<file path="config.mk">
export PLATFORM = sky130hd
export DESIGN_NAME = touch_spi_reader
export DESIGN_NICKNAME = d
export VERILOG_FILES = /design/src/rtl/touch_spi_reader.sv
export SDC_FILE = /design/constraint.sdc
export NUM_CORES = 1
export LEC_CHECK = 0
export BUFFER_PORTS_ARGS = -buffer_cell sky130_fd_sc_hd__buf_2
export CAP_MARGIN = 30
export CORE_MARGIN = 2
export CORE_UTILIZATION = 60
export CTS_CLUSTER_DIAMETER = 200
export CTS_CLUSTER_SIZE = 14
export DETAILED_ROUTE_END_ITERATION = 7
export PLACE_DENSITY = 0.85
export SLEW_MARGIN = 20
export SYNTH_ARGS = -nofsm -noshare
export SYNTH_HDL_FRONTEND = slang
export SYNTH_SLANG_ARGS = --single-unit
</file>
<file path="constraint.sdc">
create_clock -name clk -period 2.42 [get_ports clk]
set_input_delay 0.363 -clock clk [delete_from_list [all_inputs] [get_ports clk]]
set_output_delay 0.363 -clock clk [all_outputs]
set_load 0.005 [all_outputs]
</file>
<file path="src/rtl/touch_spi_reader.sv">
// XPT2046-class touch reader: debounced pen, X/Y SPI conversions,
// panel-space scaling and a windowed tap counter.
module touch_spi_reader #(
  parameter int CLK_DIV    = 25,
  parameter int DEBOUNCE   = 50000,
  parameter int TAP_WINDOW = 25000000,
  parameter int X_MAX      = 799,
  parameter int Y_MAX      = 479
) (
  input  logic       clk,
  input  logic       reset,
  input  logic       pen_irq_n,
  input  logic       spi_miso,
  output logic       spi_cs_n,
  output logic       spi_sclk,
  output logic       spi_mosi,
  output logic [9:0] tor_x,
  output logic [8:0] tor_y,
  output logic       valid,
  output logic [1:0] clcount
);

  localparam int DW  = $clog2(CLK_DIV);
  localparam int BW  = $clog2(DEBOUNCE) + 1;
  localparam int TWW = $clog2(TAP_WINDOW) + 1;

  localparam logic [DW-1:0]  DIV_LAST = DW'(CLK_DIV - 1);
  localparam logic [BW-1:0]  DB_LAST  = BW'(DEBOUNCE - 1);
  localparam logic [TWW-1:0] TW_LAST  = TWW'(TAP_WINDOW - 1);
  localparam logic [9:0]     XM       = X_MAX[9:0];
  localparam logic [8:0]     YM       = Y_MAX[8:0];

  typedef enum logic [2:0] {
    IDLE,
    CONV_X,
    GAP,
    CONV_Y,
    UPDATE
  } state_t;

  state_t state, state_n;

  logic          s1, s2;
  logic [BW-1:0] db_cnt;
  logic          pen_down, pen_q;
  logic          press, release_e;

  logic [DW-1:0] div;
  logic [5:0]    h;
  logic          tick_end, conv;
  logic [11:0]   sh;
  logic [9:0]    sx, xs;
  logic [8:0]    sy, ys;
  logic          gap_y, rel_seen;
  logic [7:0]    cmd;

  logic           run;
  logic [TWW-1:0] tcnt;

  always_ff @(posedge clk) begin
    if (reset) begin
      s1 <= 1'b1;
      s2 <= 1'b1;
    end else begin
      s1 <= pen_irq_n;
      s2 <= s1;
    end
  end

  // pen_down flips only after DEBOUNCE consecutive disagreeing samples
  always_ff @(posedge clk) begin
    if (reset) begin
      db_cnt   <= '0;
      pen_down <= 1'b0;
      pen_q    <= 1'b0;
    end else begin
      pen_q <= pen_down;
      if (~s2 == pen_down) begin
        db_cnt <= '0;
      end else if (db_cnt == DB_LAST) begin
        db_cnt   <= '0;
        pen_down <= ~s2;
      end else begin
        db_cnt <= db_cnt + BW'(1);
      end
    end
  end

  assign press     = pen_down & ~pen_q;
  assign release_e = pen_q & ~pen_down;

  assign conv     = (state == CONV_X) || (state == CONV_Y);
  assign tick_end = (div == DIV_LAST);

  always_comb begin
    state_n = state;
    unique case (state)
      IDLE:
        if (pen_down) state_n = CONV_X;
      CONV_X, CONV_Y:
        if (tick_end && h == 6'd47) state_n = GAP;
      GAP:
        if (tick_end && h == 6'd1) begin
          if (rel_seen || !pen_down) state_n = IDLE;
          else if (gap_y)            state_n = UPDATE;
          else                       state_n = CONV_Y;
        end
      UPDATE:
        state_n = pen_down ? CONV_X : IDLE;
      default:
        state_n = IDLE;
    endcase
  end

  always_ff @(posedge clk) begin
    if (reset) state <= IDLE;
    else       state <= state_n;
  end

  // h counts SCLK half-periods; odd halves are SCLK high
  always_ff @(posedge clk) begin
    if (reset) begin
      div <= '0;
      h   <= '0;
    end else if (state_n != state || state == IDLE ||
                 state == UPDATE) begin
      div <= '0;
      h   <= '0;
    end else if (tick_end) begin
      div <= '0;
      h   <= h + 6'd1;
    end else begin
      div <= div + DW'(1);
    end
  end

  // only r[14:3] is kept: rising edges of SCLK cycles 10..21
  always_ff @(posedge clk) begin
    if (reset) begin
      sh <= '0;
    end else if (conv && tick_end && !h[0] &&
                 h >= 6'd18 && h <= 6'd40) begin
      sh <= {sh[10:0], spi_miso};
    end
  end

  assign xs = (sh[11:2] > XM) ? XM : sh[11:2];
  assign ys = (sh[11:3] > YM) ? YM : sh[11:3];

  always_ff @(posedge clk) begin
    if (reset) begin
      sx    <= '0;
      sy    <= '0;
      gap_y <= 1'b0;
    end else begin
      if (state == CONV_X) gap_y <= 1'b0;
      if (state == CONV_Y) gap_y <= 1'b1;
      if (state == CONV_X && state_n == GAP) sx <= xs;
      if (state == CONV_Y && state_n == GAP) sy <= ys;
    end
  end

  always_ff @(posedge clk) begin
    if (reset)
      rel_seen <= 1'b0;
    else if (state == IDLE || state == UPDATE)
      rel_seen <= 1'b0;
    else if (!pen_down)
      rel_seen <= 1'b1;
  end

  always_ff @(posedge clk) begin
    if (reset) begin
      valid <= 1'b0;
      tor_x <= '0;
      tor_y <= '0;
    end else begin
      valid <= 1'b0;
      if (state == UPDATE && pen_down && !rel_seen) begin
        valid <= 1'b1;
        tor_x <= sx;
        tor_y <= sy;
      end
    end
  end

  // press is checked first so it beats a same-cycle window expiry
  always_ff @(posedge clk) begin
    if (reset) begin
      clcount <= 2'd0;
      run     <= 1'b0;
      tcnt    <= '0;
    end else if (press) begin
      run  <= 1'b0;
      tcnt <= '0;
      if (!run)                 clcount <= 2'd1;
      else if (clcount != 2'd3) clcount <= clcount + 2'd1;
    end else if (release_e) begin
      run  <= 1'b1;
      tcnt <= '0;
    end else if (run) begin
      if (tcnt == TW_LAST) begin
        run     <= 1'b0;
        tcnt    <= '0;
        clcount <= 2'd0;
      end else begin
        tcnt <= tcnt + TWW'(1);
      end
    end
  end

  assign cmd      = (state == CONV_X) ? 8'hD0 : 8'h90;
  assign spi_cs_n = ~conv;
  assign spi_sclk = conv & h[0];
  assign spi_mosi = conv && (h < 6'd16) && cmd[3'd7 - h[3:1]];

endmodule

</file>
==> reports/qor.txt <==
Internal: 0.003326 W
Crit-path slowest cell: or4_1
synth cell count leaders: 117 x dfxtp_1, 93 x nor2_1, 75 x nand2_1, 37 x a21oi_1, 31 x nor3_1
Power Density: 748.2 nW/µm²
routability cong.: 0.9369
Final ANT Viol Nets: 0
num ports: 29
diodes inserted: 0
Fmax: 0.4433 GHz
VDD IR-drop max: 443.0 µV
Clk Latency, worst-skew pair: 0.52 ns
Yosys top cell area share: 47.57%
Final Max Slew Viols: 0
top-count cell post-synth: dfxtp_1
Syn. warnings: 0
RSZ-0062 raised after global routing: no
initial antenna violation count: 0
Synth area leader: dfxtp_1
Slew @ Worst Pin: 0.6467 ns
GR Util All Layers: 23.63%
Clk Tree Root Cell: clkbuf_8
Fillers: 601
CTS Buffer Depth: 2
CP bufs+invs: 1
Reg clk slew, reported paths: 0.06 ns
final core utilization: 70.55%
number of synthesized flops with an enable pin: 0
Mapped Area: 4923 µm²
Worst Clk Skew: 0.009487 ns
CP cell instances: ha_1, inv_1, or4_1, nor2_2, nor2_1, a211oi_1
max incr delay on CP: 0.68 ns
Main synth FF type: dfxtp_1
CP max FO: 10
cells after synthesis: 581
Slew HR: 56.89%
status: complete, no violations
number of global-route vias before repair: 3741
Rows: 33
Post-Syn Nets: 593
via count of the routed design: 4046
final net count: 621
placed cells: 695
Worst Hold Slack: 0.03101 ns
CP Class: reg2reg
sequential fraction of design power: 45.2%
initial core utilization: 60.84%
die footprint: 8946 µm²
count of final setup violators: 0
Max Cap Violations: 0
DRC errors left: 0
WL/cell: 13.72 µm
mean post-synth cell area: 8.474 µm²
ys async rst share: 0%
crit start category: register
pin count of the biggest net entering global routing: 51
Arr. time, crit path: 2.69 ns
Yosys cell types: 56
number of port buffers: 28
CTS tree: yes
switching power: 0.0009456 W
Worst Hold Class: in2reg
routed vias/inst: 5.565
layout cells sized above 1: 12.70%
switching share of power: 22.14%
Leak: 1.977 nW
clock share of power: 54.0%
first-pass GRT wire length: 16650 µm
final worst path period need: 2.256 ns
gr ovfl total: 0
cts hold-fix bufs: 0
clock sink count: 117
sequential share of the synthesized area: 47.57%
Die W: 94.59 µm
Final period util: 93.22%
Core Region: 8093 µm²
synth-to-layout area growth: 15.96%
Setup crit end kind: register
total power: 0.004272 W
critical path's top delay family: simple AND/OR/NAND/NOR gates
die height: 94.59 µm
DRT Wirelength: 9978 µm
Non-Filler Instances: 727
FF+latch count, synth: 117
Comb power frac: 0.8%
Final Hold Viols: 0
H-tree levels: 4
drt first pass iters: 5
placed wire-length estimate: 6543 µm
Crit path required time: 2.85 ns
synth top area cells: dfxtp_1 48%, nor2_1 7.1%, nand2_1 5.7%
initial DRC count: 169
sum of negative setup slack: 0 ns
TritonCTS Buffers: 17
[per-stage QoR]
stage	setup slack (ns)	cell area [µm²]
after floorplan	0.3843	4923
after global placement	0.2855	5147
after detailed placement	0.1621	5147
after CTS	0.1415	5704
after global routing	0.02117	5709
final	0.1642	5709
[power groups by stage]
| stage | registers (W) | logic, W | clock network, W |
|---|---|---|---|
| CTS | 0.00193 | 0.0000339 | 0.00233 |
| detailed placement | 0.00197 | 0.0000336 | 0 |
| global route | 0.00193 | 0.0000380 | 0.00243 |
| floorplan | 0.00197 | 0.0000252 | 0 |
| finish | 0.00193 | 0.0000345 | 0.00231 |
| global placement | 0.00197 | 0.0000335 | 0 |
[path summary, 6_finish.rpt]
| kind | start | to | slack, ns | cells after the start |
|---|---|---|---|---|
| min reg2reg | s1 | s2 | 0.42 | 1 |
| min | pen_irq_n | s1 | 0.03 | 2 |
| max reg2reg | h[1] | sy[4] | 0.16 | 6 |
| max | h[1] | sy[4] | 0.16 | 6 |
[per-layer routing]
layer,global-route usage (%),wire length (µm)
met1,29.59,4521
met2,39.29,4847
met3,5.587,493
met4,9.662,115
met5,0,0
[layout by cell type, fill, tap and decap left out, types with 3 or more instances in the layout]
cell type / n
buf_2: 28
nand3_1: 22
nor4_1: 6
xor2_1: 19
a211oi_1: 4
nand2b_1: 4
nand4b_1: 3
nor3_1: 31
dfxtp_1: 117
ha_1: 8
clkinv_4: 3
buf_4: 7
nand3b_1: 3
nor2b_1: 5
nand4_1: 13
clkinvlp_4: 6
and4_1: 4
and3_1: 5
nor2_1: 93
mux2i_1: 14
inv_1: 13
a21oi_1: 37
o21ai_0: 11
or4_1: 4
xnor2_1: 24
clkbuf_16: 16
or3_1: 3
nand2_1: 75
[timing repair]
action,CTS,global route
buffers inserted,0,0
endpoints found under the setup margin,0,4
resized for setup,0,1
[registers in the layout, summed over array words and instances (netlist names)]
signal,cells
tcnt,26
db_cnt,17
sh,12
sx,10
tor_x,10
sy,9
tor_y,9
h,6
div,5
state,3
clcount,2
gap_y,1
pen_down,1
pen_q,1
rel_seen,1
run,1
s1,1
s2,1
valid,1
[worst register-to-register path: cells and delay by family, from the launching register on]
family | cells | cell delay [ns]
AOI/OAI and AO/OA | 1 | 0.20
adders and majority gates | 1 | 0.25
buffers and inverters | 1 | 0.09
DFF | 1 | 0.47
and+or+nand+nor | 3 | 1.16
[layout make-up]
cell class                 count  area, µm²  share of cell area [%]
clock inverter                14      128.9                   2.257
clock buffer                  18      427.9                   7.495
multi-input combinational    423       2416                   42.32
inverter                      15      70.07                   1.227
tap                          105      131.4                   2.301
sequential                   117       2342                   41.03
timing repair buffer          35      192.7                   3.375
[cells by family (layout without fill, tap and decap cells)]
family	count (synthesis)	in the layout	share of synthesized area [%]
compound gates	64	64	7.396
fa+ha+maj	8	8	2.033
simple gates	294	294	29.05
xor+xnor	43	43	7.649
flops	117	117	47.57
buf+inv	41	82	3.456
mux	14	14	2.846
Note: power is estimated with default switching activity, not from simulation.
